**src/rtl/draw_sprite_scaled_pkg.sv**
```systemverilog
// Shared definitions for the scaled sprite overlay stage.
// Contents:
//   TIMING_W      width of the packed VGA timing bundle (hcount/hsync/hblnk/vcount/vsync/vblnk)
//   RGB_W         colour width (4:4:4)
//   KEY_COLOR_DEF default transparent colour
//   timing_t      packed timing bundle carried alongside the pixel data
//   calc_addr_w() address width needed to index an image of n pixels
package draw_sprite_scaled_pkg;

  localparam int TIMING_W = 12 + 1 + 1 + 12 + 1 + 1;
  localparam int RGB_W    = 12;

  localparam logic [RGB_W-1:0] KEY_COLOR_DEF = 12'hF0F;

  typedef struct packed {
    logic [11:0] hcount;
    logic        hsync;
    logic        hblnk;
    logic [11:0] vcount;
    logic        vsync;
    logic        vblnk;
  } timing_t;

  function automatic int calc_addr_w(input int n_pixels);
    return (n_pixels <= 2) ? 1 : $clog2(n_pixels);
  endfunction

endpackage

```
**src/rtl/draw_sprite_scaled_sig_delay.sv**
```systemverilog
// Fixed-depth shift register used to carry data through the ROM read latency.
// Ports:
//   clk      clock
//   rst      asynchronous active-low reset, clears every stage
//   data     WIDTH-bit input word
//   delayed  data delayed by DEPTH clock cycles (DEPTH >= 1)
module sig_delay #(
  parameter int WIDTH = 1,
  parameter int DEPTH = 1
) (
  input  logic             clk,
  input  logic             rst,
  input  logic [WIDTH-1:0] data,
  output logic [WIDTH-1:0] delayed
);

  logic [WIDTH-1:0] line_q [DEPTH];

  always_ff @(posedge clk or negedge rst) begin
    if (!rst) begin
      for (int i = 0; i < DEPTH; i++) line_q[i] <= '0;
    end else begin
      line_q[0] <= data;
      for (int i = 1; i < DEPTH; i++) line_q[i] <= line_q[i-1];
    end
  end

  assign delayed = line_q[DEPTH-1];

endmodule

```
**src/rtl/draw_sprite_scaled.sv**
```systemverilog
// Scaled sprite overlay for the VGA pipeline.
// Draws an IMG_W x IMG_H sprite read from an external synchronous ROM at a
// per-frame latched (xpos, ypos), magnified by 2**SCALE_SHIFT, with optional
// colour-key transparency and clipping at the 4095 edge of the count space.
// Ports:
//   pclk, rst                 pixel clock, asynchronous active-low reset
//   enable                    draw sprite when 1 (latched at vblnk rise)
//   xpos, ypos                sprite top-left corner (latched at vblnk rise)
//   hcount_in..vblnk_in       incoming timing
//   rgb_in                    background colour
//   rgb_pixel                 ROM data, ROM_LAT cycles after pixel_addr
//   pixel_addr                ROM address
//   hcount_out..vblnk_out     timing delayed by ROM_LAT+1 cycles
//   rgb_out                   composited colour, same delay as the timing
module draw_sprite_scaled
  import draw_sprite_scaled_pkg::*;
#(
  parameter int               IMG_W       = 48,
  parameter int               IMG_H       = 64,
  parameter int               ADDR_W      = 12,
  parameter int               SCALE_SHIFT = 0,
  parameter int               ROM_LAT     = 1,
  parameter int               KEY_EN      = 1,
  parameter logic [RGB_W-1:0] KEY_COLOR   = KEY_COLOR_DEF
) (
  input  logic              pclk,
  input  logic              rst,
  input  logic              enable,
  input  logic [11:0]       xpos,
  input  logic [11:0]       ypos,
  input  logic [11:0]       hcount_in,
  input  logic              hsync_in,
  input  logic              hblnk_in,
  input  logic [11:0]       vcount_in,
  input  logic              vsync_in,
  input  logic              vblnk_in,
  input  logic [RGB_W-1:0]  rgb_in,
  input  logic [RGB_W-1:0]  rgb_pixel,
  output logic [ADDR_W-1:0] pixel_addr,
  output logic [11:0]       hcount_out,
  output logic              hsync_out,
  output logic              hblnk_out,
  output logic [11:0]       vcount_out,
  output logic              vsync_out,
  output logic              vblnk_out,
  output logic [RGB_W-1:0]  rgb_out
);

  localparam logic [12:0] SPR_W = 13'(IMG_W << SCALE_SHIFT);
  localparam logic [12:0] SPR_H = 13'(IMG_H << SCALE_SHIFT);
  localparam int          IDX_W = calc_addr_w(IMG_W * IMG_H);
  localparam int          DLY_W = TIMING_W + RGB_W + 1;

  function automatic logic is_key(input logic [RGB_W-1:0] px);
    return (KEY_EN != 0) && (px == KEY_COLOR);
  endfunction

  // Frame latch: position and enable only change on the vblnk rising edge,
  // so a sprite never tears within a frame.
  logic        vblnk_prev;
  logic [11:0] xpos_q;
  logic [11:0] ypos_q;
  logic        enable_q;

  always_ff @(posedge pclk or negedge rst) begin
    if (!rst) begin
      vblnk_prev <= 1'b0;
      xpos_q     <= '0;
      ypos_q     <= '0;
      enable_q   <= 1'b0;
    end else begin
      vblnk_prev <= vblnk_in;
      if (vblnk_in && !vblnk_prev) begin
        xpos_q   <= xpos;
        ypos_q   <= ypos;
        enable_q <= enable;
      end
    end
  end

  // Region test and address arithmetic. The 13-bit differences keep the
  // comparisons free of wrap, so a sprite near 4095 is clipped, and a
  // negative offset (left of / above the sprite) never matches.
  logic [12:0]      dx, dy, col, row;
  logic             hit;
  logic [IDX_W-1:0] idx;

  always_comb begin
    dx  = {1'b0, hcount_in} - {1'b0, xpos_q};
    dy  = {1'b0, vcount_in} - {1'b0, ypos_q};
    col = dx >> SCALE_SHIFT;
    row = dy >> SCALE_SHIFT;
    hit = !hblnk_in && !vblnk_in && enable_q &&
          (hcount_in >= xpos_q) && (vcount_in >= ypos_q) &&
          (dx < SPR_W) && (dy < SPR_H);
    idx = IDX_W'(32'(row) * IMG_W + 32'(col));
  end

  // ---- stage p0: address issue, timing/background captured ----
  timing_t          timing_p0;
  logic [RGB_W-1:0] rgb_p0;
  logic             in_area_p0;

  always_ff @(posedge pclk or negedge rst) begin
    if (!rst) begin
      timing_p0  <= '0;
      rgb_p0     <= '0;
      in_area_p0 <= 1'b0;
      pixel_addr <= '0;
    end else begin
      timing_p0  <= '{hcount_in, hsync_in, hblnk_in, vcount_in, vsync_in, vblnk_in};
      rgb_p0     <= rgb_in;
      in_area_p0 <= hit;
      // Outside the sprite the address is left alone to avoid needless ROM toggling.
      if (hit) pixel_addr <= ADDR_W'(idx);
    end
  end

  // ---- stage p1: ROM_LAT cycles, aligned with rgb_pixel ----
  logic [DLY_W-1:0] dly_data, dly_q;
  timing_t          timing_p1;
  logic [RGB_W-1:0] rgb_p1;
  logic             in_area_p1;

  assign dly_data = {timing_p0, rgb_p0, in_area_p0};

  sig_delay #(
    .WIDTH (DLY_W),
    .DEPTH (ROM_LAT)
  ) u_rom_align (
    .clk     (pclk),
    .rst     (rst),
    .data    (dly_data),
    .delayed (dly_q)
  );

  assign {timing_p1, rgb_p1, in_area_p1} = dly_q;

  assign hcount_out = timing_p1.hcount;
  assign hsync_out  = timing_p1.hsync;
  assign hblnk_out  = timing_p1.hblnk;
  assign vcount_out = timing_p1.vcount;
  assign vsync_out  = timing_p1.vsync;
  assign vblnk_out  = timing_p1.vblnk;

  // Composite from the aligned p1 registers and the registered ROM output,
  // keeping rgb on exactly the same ROM_LAT+1 delay as the timing outputs.
  always_comb begin
    rgb_out = rgb_p1;
    if (timing_p1.hblnk || timing_p1.vblnk) begin
      rgb_out = '0;
    end else if (in_area_p1 && !is_key(rgb_pixel)) begin
      rgb_out = rgb_pixel;
    end
  end

endmodule

```
**config.mk**
```make
export PLATFORM = sky130hd
export DESIGN_NAME = draw_sprite_scaled
export DESIGN_NICKNAME = d
export VERILOG_FILES = /design/src/rtl/draw_sprite_scaled_pkg.sv /design/src/rtl/draw_sprite_scaled_sig_delay.sv /design/src/rtl/draw_sprite_scaled.sv
export SDC_FILE = /design/constraint.sdc
export NUM_CORES = 1
export LEC_CHECK = 0
export ABC_AREA = 1
export CAP_MARGIN = 10
export CORE_MARGIN = 10
export CORE_UTILIZATION = 50
export DETAILED_ROUTE_END_ITERATION = 8
export PLACE_DENSITY_LB_ADDON = 0.08
export RECOVER_POWER = 25
export SKIP_LAST_GASP = 1
export SLEW_MARGIN = 25
export SYNTH_ARGS = -nofsm -noshare
export SYNTH_HDL_FRONTEND = slang
export SYNTH_SLANG_ARGS = --single-unit
```
**constraint.sdc**
```tcl
create_clock -name pclk -period 6.9 [get_ports pclk]
set_input_delay 1.035 -clock pclk [delete_from_list [all_inputs] [get_ports pclk]]
set_output_delay 1.035 -clock pclk [all_outputs]
set_load 0.02 [all_outputs]
```
==> impl_metrics.ini <==
[sta]
timing.setup.tns_ns = 0
clock_skew_ns = 0.0124
finalSetupViolCount = 0
tightest_slew_ns = 2.29
hold_viol = 0
grt_setup_unrepaired = false
min_period_ns = 4.58
slew_violations = 44
maxSlewHeadroom_pct = -52.9
period_share_pct = 66.4
max_freq_mhz = 218

[global_routing]
gr-total-overflow = 0
grt_use_total_pct = 18.0
grt_max_degree = 78
grt_pass1_wl_um = 25500
antenna_found_initial = 0
grt_pass1_vias = 5219

[finish]
drive_above_1_share_pct = 5.55
layout_common_cells = 171 x nand2_1, 129 x inv_1, 129 x clkdlybuf4s50_1
design_area_um2 = 8170
stdcell_count = 1051
diodes = 0
syn2layout_area_growth_pct = 30.8
fin_nets = 989
mostFrequentLayoutCell = nand2_1

[setup_path]
worstPathMaxFanout = 13
crit_type = in -> out
critPathLaunchType = primary input
arrival_ns = 3.54
rr_worst_depth = 15
setup.worst_path.end_class = output port
critPathRequiredTime_ns = 5.86
ff2ff_setup_slack_ns = 3.37

[floorplanning]
boundaryPins = 131
die-area_um2 = 17400
std_cell_rows = 40
die_x_um = 132
die_y_um = 132
coreArea_um2 = 12100
start_util_pct = 51.6

[yosys]
synth.distinct_cells = 34
synth_seq_cells = 119
syn_nets = 875
yosysSeqAreaShare_pct = 47.7
synth_area_leader_cell = dfrtp_1
syn_area_per_cell_um2 = 8.26
ys.flop_type = dfrtp_1
async_flop_share_pct = 100
synth_area_um2 = 6250
synth-edff-count = 0
yosys.area.top_type_share_pct = 47.7
synthTopCellsByArea = dfrtp_1 48%, nand2_1 10%, inv_1 7.8%
yosysWarnings = 0
synth_cells = 756

[clock_tree]
cts_root_buffer = clkbuf_16
cts_resized = 0
clock_path_buffers = 2
clkTransAtPathRegs_ns = 0.05
holdBufCountCts = 0
numCtsBuffers = 17
insertion_delay_ns = 0.42
cts_setup_buffers = 0
htree_levels = 4
clock-sinks = 119
cts_tree = done

[route]
vias = 5180
drc = 0
first_pass_iters = 5
via_per_inst = 4.93
wl_um = 15200
wl_per_cell_um = 14.4
ant_nets = 0
drtIter0Drc = 332

[place]
place_congestion = 0.843
portBuffers = 130
dpl_cell_area_um2 = 7530
dp_cells = 1019
dp.final_hpwl_um = 11800

[run_status]
violations = capacitance limit, slew limit
status = complete, but fails checks

[hold_path]
hold_class = reg -> reg
hold_depth = 0

[power]
p_leak_nw = 4.12
powerDensity_nw_per_um2 = 303
ir_drop_mv = 0.267

[flow_run]
maxCapViolCount = 1
[flip-flops by register name (all words and copies together), names as in the netlist]
| name | flops |
|---|---|
| ypos_q | 12 |
| pixel_addr | 12 |
| u_rom_align.delayed | 41 |
| in_area_p0 | 1 |
| xpos_q | 12 |
| enable_q | 1 |
| rgb_p0 | 12 |
| dly_data | 28 |
[Yosys cell counts (all sizes together), types with 5 or more instances]
library cell  count
dfrtp           119
a21oi            43
nor3              5
buf              29
xor2             11
inv             131
clkbuf            8
nand3            46
nand4            25
nand3b            5
ha               36
nand2           174
nor2             79
o21ai            22
[worst max-delay path, cell delays in order]
cell             delay [ns]
clkdlybuf4s50_1        0.42
nor4_1                 0.31
or3b_2                 0.47
nand2_1                0.26
inv_1                  0.26
nor2_1                 0.15
nor2_1                 0.07
clkdlybuf4s50_1        0.56
[final cells by class]
class                      count  area [µm²]
multi-input combinational    469        2530
fill                        1040        3940
tap                          168         210
sequential                   119        2980
inverter                     131         492
clock inverter                 9         138
timing repair buffer         132        1310
clock buffer                  23         508
[metrics by stage]
step	util (%)	hold WS [ns]	total power [mW]	worst slack, ns
final	67.5	0.338	2.48	2.32
after global routing	67.5	0.343	2.65	2.17
after CTS	67.5	0.345	2.50	2.30
after detailed placement	62.1	0.335	1.55	2.17
after global placement	62.1	0.332	1.53	2.25
after floorplan	-	0.331	1.34	2.98
[power breakdown]
group	internal, mW	total, mW	switching [mW]
Clock	0.628	0.943	0.316
Combinational	0.316	0.784	0.467
Sequential	0.741	0.753	0.0122
Total	1.68	2.48	0.795
[cell families after synthesis]
kind of cell / after synthesis / synth area share, %
simple gates: 339 / 23.3
buf+inv: 168 / 11.8
flops: 119 / 47.7
compound gates: 72 / 6.03
fa+ha+maj: 40 / 8.49
xor+xnor: 15 / 2.22
mux: 3 / 0.541
[path summary, 6_finish.rpt]
kind                         startpoint                 endpoint
min in group asynchronous           rst   u_rom_align.delayed[2]
min reg2reg                dly_data[30]  u_rom_align.delayed[30]
min                        dly_data[30]  u_rom_align.delayed[30]
max                        rgb_pixel[5]               rgb_out[8]
max in group asynchronous           rst            pixel_addr[2]
max reg2reg                   ypos_q[0]           pixel_addr[10]
[metal layers]
metal  wire length [µm]  vias up  GRT usage (%)
met5                  0        -              0
met4                250        0           6.18
met3                528       20           4.31
met1               7070     2460           22.6
li1                   -     2583              -
met2               7320      117           29.6
Power figures use the tool's default switching activity.
